**src/rtl/wb_calc_e_host.sv**
```systemverilog
// wb_calc_e_host: Wishbone classic master that runs one calc_e job per start.
// A job writes the control word with bit 31 set and then clear (CFG register),
// streams N_WORDS sequence words into the data FIFO register, polls the
// status register until bit 0 is set, then reads the result register.
//
// Ports
//   wb_clk_i, wb_rst_i        clock, synchronous active-low reset
//   start_i, cfg_i            job request pulse (sampled in IDLE) and control word
//   word_valid_i/word_i       sequence-word stream; transfer on valid & word_ready_o
//   wbm_*_o, wbm_dat_i/ack_i  Wishbone classic master
//   result_o/result_valid_o   captured result and its one-cycle strobe
//   busy_o, err_o             job in progress / last job hit an ack timeout
//   dbg_state_o               current FSM state
//
// Handshake: a word moves on a rising edge where word_valid_i and word_ready_o
// are both high. word_ready_o depends only on registers, never on word_valid_i.
module wb_calc_e_host #(
  parameter logic [31:0] BASE_ADDR   = 32'h3000_0000,
  parameter int unsigned N_WORDS     = 4,
  parameter int unsigned POLL_GAP    = 8,
  parameter int unsigned ACK_TIMEOUT = 64
) (
  input  logic        wb_clk_i,
  input  logic        wb_rst_i,
  input  logic        start_i,
  input  logic [31:0] cfg_i,
  input  logic        word_valid_i,
  input  logic [31:0] word_i,
  output logic        word_ready_o,
  output logic        wbm_cyc_o,
  output logic        wbm_stb_o,
  output logic        wbm_we_o,
  output logic [3:0]  wbm_sel_o,
  output logic [31:0] wbm_adr_o,
  output logic [31:0] wbm_dat_o,
  input  logic [31:0] wbm_dat_i,
  input  logic        wbm_ack_i,
  output logic [31:0] result_o,
  output logic        result_valid_o,
  output logic        busy_o,
  output logic        err_o,
  output logic [2:0]  dbg_state_o
);

  typedef enum logic [2:0] {
    S_IDLE    = 3'd0,
    S_CFG_SET = 3'd1,
    S_CFG_CLR = 3'd2,
    S_LOAD    = 3'd3,
    S_POLL    = 3'd4,
    S_GAP     = 3'd5,
    S_READ    = 3'd6,
    S_DONE    = 3'd7
  } state_e;

  localparam logic [7:0]  WORD_LAST = 8'(N_WORDS - 1);
  localparam logic [7:0]  GAP_LAST  = 8'(POLL_GAP - 1);
  localparam logic [15:0] TMO_LAST  = 16'(ACK_TIMEOUT - 1);

  state_e      state_q;
  logic [30:0] cfg_q;
  logic        cyc_q, we_q, result_valid_q, err_q;
  logic [3:0]  sel_q;
  logic [31:0] adr_q, dat_q, result_q;
  logic [7:0]  word_cnt_q, gap_cnt_q;
  logic [15:0] tmo_cnt_q;

  // Bus cycle the current state wants to open next.
  logic        open_d, we_d;
  logic [31:0] adr_d, dat_d;

  // Bit 31 of the control word is always supplied by the block itself.
  logic cfg_msb_unused;
  assign cfg_msb_unused = cfg_i[31];

  always_comb begin
    open_d = 1'b0;
    we_d   = 1'b0;
    adr_d  = BASE_ADDR;
    dat_d  = '0;
    case (state_q)
      S_CFG_SET: begin open_d = 1'b1; we_d = 1'b1; adr_d = BASE_ADDR + 32'h08; dat_d = {1'b1, cfg_q}; end
      S_CFG_CLR: begin open_d = 1'b1; we_d = 1'b1; adr_d = BASE_ADDR + 32'h08; dat_d = {1'b0, cfg_q}; end
      // In LOAD, opening the write is the act of accepting the word.
      S_LOAD:    begin open_d = word_valid_i; we_d = 1'b1; adr_d = BASE_ADDR + 32'h10; dat_d = word_i; end
      S_POLL:    begin open_d = 1'b1; adr_d = BASE_ADDR; end
      S_READ:    begin open_d = 1'b1; adr_d = BASE_ADDR + 32'h0C; end
      default:   ;
    endcase
  end

  always_ff @(posedge wb_clk_i) begin
    if (!wb_rst_i) begin
      state_q        <= S_IDLE;
      cfg_q          <= '0;
      cyc_q          <= 1'b0;
      we_q           <= 1'b0;
      sel_q          <= '0;
      adr_q          <= '0;
      dat_q          <= '0;
      result_q       <= '0;
      result_valid_q <= 1'b0;
      err_q          <= 1'b0;
      word_cnt_q     <= '0;
      gap_cnt_q      <= '0;
      tmo_cnt_q      <= '0;
    end else begin
      result_valid_q <= 1'b0;
      case (state_q)
        S_IDLE: begin
          if (start_i) begin
            cfg_q      <= cfg_i[30:0];
            err_q      <= 1'b0;
            word_cnt_q <= '0;
            state_q    <= S_CFG_SET;
          end
        end
        S_GAP: begin
          gap_cnt_q <= gap_cnt_q + 8'd1;
          if (gap_cnt_q == GAP_LAST) state_q <= S_POLL;
        end
        S_DONE: state_q <= S_IDLE;
        default: begin
          if (!cyc_q) begin
            // Entering a bus state always happens with cyc low, which
            // guarantees the idle cycle between consecutive bus cycles.
            if (open_d) begin
              cyc_q     <= 1'b1;
              we_q      <= we_d;
              sel_q     <= 4'hF;
              adr_q     <= adr_d;
              dat_q     <= dat_d;
              tmo_cnt_q <= '0;
            end
          end else if (wbm_ack_i) begin
            cyc_q <= 1'b0;
            we_q  <= 1'b0;
            sel_q <= '0;
            adr_q <= '0;
            dat_q <= '0;
            case (state_q)
              S_CFG_SET: state_q <= S_CFG_CLR;
              S_CFG_CLR: state_q <= S_LOAD;
              S_LOAD: begin
                if (word_cnt_q == WORD_LAST) state_q <= S_POLL;
                else word_cnt_q <= word_cnt_q + 8'd1;
              end
              S_POLL: begin
                if (wbm_dat_i[0]) state_q <= S_READ;
                else if (POLL_GAP == 0) state_q <= S_POLL;
                else begin
                  gap_cnt_q <= '0;
                  state_q   <= S_GAP;
                end
              end
              S_READ: begin
                result_q       <= wbm_dat_i;
                result_valid_q <= 1'b1;
                state_q        <= S_DONE;
              end
              default: ;
            endcase
          end else if (tmo_cnt_q == TMO_LAST) begin
            // Slave never answered: abandon the job without a result.
            cyc_q   <= 1'b0;
            we_q    <= 1'b0;
            sel_q   <= '0;
            adr_q   <= '0;
            dat_q   <= '0;
            err_q   <= 1'b1;
            state_q <= S_IDLE;
          end else begin
            tmo_cnt_q <= tmo_cnt_q + 16'd1;
          end
        end
      endcase
    end
  end

  assign word_ready_o   = (state_q == S_LOAD) && !cyc_q;
  assign wbm_cyc_o      = cyc_q;
  assign wbm_stb_o      = cyc_q;
  assign wbm_we_o       = we_q;
  assign wbm_sel_o      = sel_q;
  assign wbm_adr_o      = adr_q;
  assign wbm_dat_o      = dat_q;
  assign result_o       = result_q;
  assign result_valid_o = result_valid_q;
  assign busy_o         = (state_q != S_IDLE);
  assign err_o          = err_q;
  assign dbg_state_o    = state_q;

endmodule

```
**config.mk**
```make
export PLATFORM = sky130hd
export DESIGN_NAME = wb_calc_e_host
export DESIGN_NICKNAME = d
export VERILOG_FILES = /design/src/rtl/wb_calc_e_host.sv
export SDC_FILE = /design/constraint.sdc
export NUM_CORES = 1
export LEC_CHECK = 0
export CORE_MARGIN = 2
export CORE_UTILIZATION = 49
export CTS_CLUSTER_DIAMETER = 200
export DETAILED_ROUTE_END_ITERATION = 8
export PLACE_DENSITY = 0.9
export REMOVE_ABC_BUFFERS = 1
export SETUP_SLACK_MARGIN = 0.4
export SLEW_MARGIN = 20
export SYNTH_ARGS = -nofsm -noshare
export SYNTH_HDL_FRONTEND = slang
export SYNTH_SLANG_ARGS = --single-unit
```
**constraint.sdc**
```tcl
create_clock -name wb_clk_i -period 5.6 [get_ports wb_clk_i]
set_input_delay 0.84 -clock wb_clk_i [delete_from_list [all_inputs] [get_ports wb_clk_i]]
set_output_delay 0.84 -clock wb_clk_i [all_outputs]
set_load 0.005 [all_outputs]
```
Yosys cells after proc, flatten, opt, wreduce, memory -nomap -nowiden
Cells that the tools add are included.

Add/sub/neg operators: 3. Equality and inequality tests: 20. Mux-type cells: 52. Bitwise gates (word level): 6. Reductions and logical operators: 29.

Operators with widths (count): 32-bit two-way mux (6); 32-bit case mux with 3 select lines (1); 8-bit two-way mux (9); 16-bit two-way mux (4); 8-bit case mux with 2 select lines (2); 3-bit two-way mux (6); 16-bit by 1-bit adder with 16-bit output, second input constant (1); 8-bit by 1-bit adder with 8-bit output, second input constant (2); 16-bit by 6-bit equality test with 1-bit output, second input constant (1); 4-bit two-way mux (4); 2-bit nonzero test (8); 3-bit case mux with 5 select lines (1); 5-bit case mux with 3 select lines (1); 1-bit two-way mux (14); 3-bit equality test, second input constant (4); 6-bit AND reduction (2); 5-bit AND reduction (2); 9-bit by 1-bit inequality test with 1-bit output, second input constant (1); 3-bit case mux with 3 select lines (1); 8-bit by 2-bit equality test with 1-bit output, second input constant (1); 8-bit by 3-bit equality test with 1-bit output, second input constant (1); 2-bit inequality test, second input constant (4); 4-bit AND reduction (2); 3-bit by 2-bit equality test with 1-bit output, second input constant (2); other kinds (19) (30).

Flip-flop bits (word level): 170. Input bits: 101. Output and inout port bits: 110. Logic and storage cells: 123.

Logic depth before layout (Yosys ltp)
Word-level depth: 6. Gate-level depth with buffers: 8. Mapped depth without buffers: 6.

Least setup slack after synthesis
No wires, ideal clock.

Path kind: reg2out. Start: reg state_q[1] (netlist: dbg_state_o[1]). End: out word_ready_o. Data arrival time: 1.547 ns. Path slack: 3.213 ns. Stages on the path, launching flop included: 6. Path through: dfxtp_1 -> clkbuf_1 -> and3_1 -> clkbuf_1 -> clkbuf_1 -> and2_1.

Word-level cells in the longest chain between the ends: 2.

RTL lines: from (decl) (line 60) `state_e state_q;`; from (signal assigned) (line 94) `state_q <= S_IDLE;`; from (signal assigned) (line 115) `state_q <= S_CFG_SET;`; from (signal assigned) (line 120) `if (gap_cnt_q == GAP_LAST) state_q <= S_POLL;`; 3-bit by 2-bit equality test with 1-bit output (line 180) `assign word_ready_o = (state_q == S_LOAD) && !cyc_q;`; 1-bit logical AND (line 180); to (decl) (line 29) `output logic word_ready_o,`.

No other way between the ends.

Worst setup path in the final report
Start: reg state_q[0] (netlist: dbg_state_o[0]). End: out busy_o.

Word-level cells in the longest chain between the ends: 1.

RTL lines: 3-bit nonzero test (line 189) `assign busy_o = (state_q != S_IDLE);`; to (decl) (line 40) `output logic busy_o,`.

No other way between the ends.

==> impl_summary.md <==
Worst setup path
Following the worst setup path forward leads to its endpoint at busy_o. The category of the worst setup path launch point is a flip-flop. The path depth of the worst reg2reg path is 5. The data arrival time at the worst-slack endpoint is around 2.6 ns. The reg-to-reg setup timing slack is between 2 and 3 ns. STA classifies the critical path endpoint as an output port. The launch point of the worst reg-to-reg path is dbg_state_o[0].

The worst setup path is of the reg -> out kind. The endpoint identified for the worst register-to-register timing path is wbm_dat_o[3]. The required time of the critical path is between 4 and 5 ns.

The critical path startpoint is dbg_state_o[0]. The maximum fanout along the worst path is 25.

CTS
The H-tree generated during clock tree synthesis spans 4 levels. The clock transition at the register clock pins on the worst setup and hold paths after CTS is about 0.05 ns. The TritonCTS buffer count is 17. After clock tree synthesis, the repair step resized 0 gates. In this run, post-CTS hold repair placed 0 buffers.

The number of post-CTS setup repair buffers is 0. The insertion delay to the later sink of the worst-skew pair is around 0.42 ns. The clock drives about 140 sinks. The clock tree root buffer cell is sky130_fd_sc_hd__clkbuf_16.

TritonCTS built the clock tree. No sink is reached through more buffers than the 2 on the longest clock path.

Finish
The finished layout holds between 1000 and 1500 standard cells, fillers aside. The fill cell total of the finished layout is 972. In the final design database the tool counted around 950 nets. The area growth from synthesis to layout is 37.2%. In the final layout, the share of cells above drive strength 1 is around 5.4%. The antenna diode count is 0. The end-of-flow core utilization is between 60% and 70%.

Synth
The number of enable flip-flop cells after synthesis is 0. The count of cell types in the netlist is just under 60. Counting every instance in the synthesized netlist gives 693. The synthesized design contains about 140 register bits. The average instance in the mapped netlist occupies 8.84 sq um.

In the synthesized netlist the dominant register cell turns out to be sky130_fd_sc_hd__dfxtp_1. For this run, the number of Yosys warnings is 0. The share of the Yosys chip area taken by registers is a little under half. The fraction of registers with async set/reset is 0%.

The cell area that synthesis handed to floorplanning was 6130 sq um.

Placed design
The number of placed instances with taps included is roughly 1000. The count of port buffers added during placement is about 180. Detailed placement finished with a half-perimeter wire length of roughly 11000 um. The routability-driven placement congestion ratio is just over 0.8. At the placement stage, the worst setup path has a slack of 2.35 ns.

Floorplanning
The placement row count is 40. The count of pins on the block boundary is ~210. The die boundary height is about 120 um. Once the floorplan was initialized, standard cells occupied approximately 51% of the core. The floorplan step set the die width to between 100 and 150 um.

The floorplan step defined a die boundary enclosing between 10000 and 15000 sq um. The core region is between 10000 and 15000 sq um.

Detailed routing
Using the TritonRoute via totals, the vias-per-cell ratio works out to between 5 and 6. The number of nets with antenna violations after routing is 0. Detailed routing inserted a total of approximately 5500 vias.

The iteration-0 DRC count of the detailed router is around 350. The first detailed-routing pass took 5 iterations. Wires add up to between 15000 and 20000 um. The number of DRC violations after detailed routing is 0. After detailed routing, the average wire length per cell comes to between 15 and 20 um.

STA
Setup violations remaining at the end of the flow were counted as 0. The number of hold-slack violations in the final timing report is 0. The fraction of the cycle the final worst path needs is 60.5%.

The hold slack is roughly 0.46 ns. Setup repair after global routing left no endpoint under its margin. For the pin with the worst max-slew slack, the measured transition is roughly 0.97 ns. The total negative slack for setup checks is 0 ns. The clock arrives with roughly 0.0074 ns of skew.

For the finished layout, the period the worst path requires is 3.39 ns. The peak clock frequency supported by timing is about 300 MHz. The final-report max-slew violation count is 0. The worst path setup slack after routing is roughly 2.2 ns.

In this run the tightest slew margin relative to its limit is about a third.

Power
Dividing total power by cell area gives a power density of approximately 330 nW/um^2. The peak supply drop is 0.272 mV. Summed over all cells, the static leakage comes to between 2 and 3 nW.

GRT
After global routing the overflow that remains totals 0. The wire length of the first global-routing pass is 26400 um. Global routing consumed, over all layers together, between 20% and 30% of the routing resources. The largest net degree at the start of global routing is 55. The initial antenna violation count is 0. The via count of the first global-routing pass came to around 5300.

Hold path
The worst hold path belongs to the class reg -> reg. The beginning of the worst hold path is result_o[13].

Run status
The flow ran to the end, and the final reports show no timing, DRC or antenna violations.

Flow run
The tool flagged a number of max-cap violations equal to 0.
==> how the worst min path moves through the flow <==
stage / endpoint / slack (ns) / depth (start not counted)
2_1_floorplan: cfg_q[0] / 0.44 / 2
3_3_place_gp: wbm_dat_o[5] / 0.44 / 1
3_5_place_dp: wbm_dat_o[16] / 0.45 / 1
4_1_cts: wbm_we_o / 0.46 / 2
5_1_grt: wbm_dat_o[30] / 0.47 / 1
6_report: result_o[13] / 0.46 / 2
==> cells by family after synthesis <==
logic type	count (synthesis)	share of synthesized area, %
buffers and inverters	85	7.35
AND/OR/NAND/NOR	254	19.7
AO/OA/AOI/OAI	192	24.2
XOR/XNOR	15	2.14
adder cells (fa/ha/maj)	3	0.613
other	1	0.0612
multiplexers	5	0.837
flip-flops	138	45.1
==> state kept, by name, summed over array words and instances, names as in the netlist <==
| name | cells |
|---|---|
| wbm_sel_o | 1 |
| err_o | 1 |
| wbm_adr_o | 3 |
| result_o | 32 |
| tmo_cnt_q | 16 |
| dbg_state_o | 3 |
| wbm_cyc_o | 1 |
| cfg_q | 31 |
| result_valid_o | 1 |
| gap_cnt_q | 8 |
| word_cnt_q | 8 |
| wbm_dat_o | 32 |
| wbm_we_o | 1 |
==> cell usage after synthesis, drive strengths merged (2+ instances only) <==
| cell | n | area, sq um |
|---|---|---|
| nand4 | 6 | 37.5 |
| nor4 | 4 | 55.1 |
| nor2b | 11 | 68.8 |
| nor2 | 26 | 97.6 |
| dfxtp | 138 | 2760 |
| nand3 | 8 | 40.0 |
| o22ai | 2 | 12.5 |
| nor3b | 2 | 15.0 |
| a211oi | 2 | 20.0 |
| buf | 40 | 282 |
| a22oi | 32 | 240 |
| or3 | 3 | 18.8 |
| a32o | 3 | 30.0 |
| ha | 3 | 37.5 |
| o2bb2ai | 32 | 280 |
| nor3 | 3 | 20.0 |
| o2111ai | 2 | 17.5 |
| o21a | 2 | 15.0 |
| o211ai | 7 | 52.6 |
| a31oi | 3 | 18.8 |
| a21boi | 65 | 488 |
| nor4b | 2 | 17.5 |
| clkbuf | 40 | 150 |
| and2 | 9 | 56.3 |
| inv | 4 | 15.0 |
| a21oi | 16 | 80.1 |
| or4 | 8 | 60.1 |
| and3b | 2 | 17.5 |
| o21ai | 8 | 43.8 |
| xnor2 | 3 | 26.3 |
| a41oi | 2 | 36.3 |
| o31ai | 9 | 67.6 |
| nand2 | 151 | 567 |
| and3 | 11 | 68.8 |
| and4 | 2 | 17.5 |
| nand2b | 3 | 18.8 |
| mux2i | 4 | 40.0 |
| o31a | 3 | 26.3 |
| xor2 | 12 | 105 |
==> layout by cell type (no fill, tap or decap), types with 4 or more instances in the layout <==
| cell | Yosys | final |
|---|---|---|
| sky130_fd_sc_hd__a21boi_0 | 64 | 64 |
| sky130_fd_sc_hd__a21oi_1 | 16 | 16 |
| sky130_fd_sc_hd__a22oi_1 | 32 | 32 |
| sky130_fd_sc_hd__and2_1 | 9 | 9 |
| sky130_fd_sc_hd__and3_1 | 11 | 10 |
| sky130_fd_sc_hd__buf_4 | 33 | 8 |
| sky130_fd_sc_hd__clkbuf_1 | 40 | 5 |
| sky130_fd_sc_hd__clkbuf_16 | 0 | 17 |
| sky130_fd_sc_hd__clkbuf_8 | 0 | 4 |
| sky130_fd_sc_hd__clkdlybuf4s50_1 | 0 | 181 |
| sky130_fd_sc_hd__conb_1 | 1 | 27 |
| sky130_fd_sc_hd__dfxtp_1 | 138 | 138 |
| sky130_fd_sc_hd__mux2i_1 | 4 | 4 |
| sky130_fd_sc_hd__nand2_1 | 151 | 151 |
| sky130_fd_sc_hd__nand3_1 | 8 | 8 |
| sky130_fd_sc_hd__nand4_1 | 6 | 6 |
| sky130_fd_sc_hd__nor2_1 | 26 | 25 |
| sky130_fd_sc_hd__nor2b_1 | 11 | 10 |
| sky130_fd_sc_hd__o211ai_1 | 7 | 7 |
| sky130_fd_sc_hd__o21ai_0 | 5 | 5 |
| sky130_fd_sc_hd__o2bb2ai_1 | 32 | 32 |
| sky130_fd_sc_hd__o31ai_1 | 9 | 8 |
| sky130_fd_sc_hd__or4_1 | 8 | 8 |
| sky130_fd_sc_hd__xor2_1 | 12 | 12 |
==> cell type report <==
class | count | area, sq um | area share, %
clock buffers | 26 | 499 | 5.94
clock inverters | 3 | 15.0 | 0.179
inverters | 5 | 18.8 | 0.223
multi-input cells | 496 | 3020 | 36.0
flip-flops and latches | 138 | 2760 | 32.9
well taps | 168 | 210 | 2.50
repair buffers | 190 | 1880 | 22.3
==> per-layer routing <==
layer  track usage (%)  wire (um)  up-vias
li1                  -          -     2705
met1              30.2       6730     2553
met2              41.4       7850      195
met3              7.95       1290       28
met4              10.9        377        0
met5                 0          0        -
==> power by group <==
part / leakage (nW) / switching (W) / internal (W)
combinational: 1.54 / 0.000345 / 0.000287
sequential: 1.12 / 0.0000784 / 0.00106
clock: 0.256 / 0.000384 / 0.000602
==> critical path, stage by stage (launching register included) <==
cell and delay [ns]:
sky130_fd_sc_hd__dfxtp_1 0.58, sky130_fd_sc_hd__nor3_2 0.83, sky130_fd_sc_hd__inv_2 0.20, sky130_fd_sc_hd__clkdlybuf4s50_1 0.51
==> stage by stage <==
stage / total power [W] / instance area, sq um
detailed placement: 0.00178 / 7890
global route: 0.00288 / 8400
floorplan: 0.00144 / 5790
finish: 0.00275 / 8400
CTS: 0.00278 / 8400
global placement: 0.00177 / 7890
Note: power is estimated with default switching activity, not from simulation.
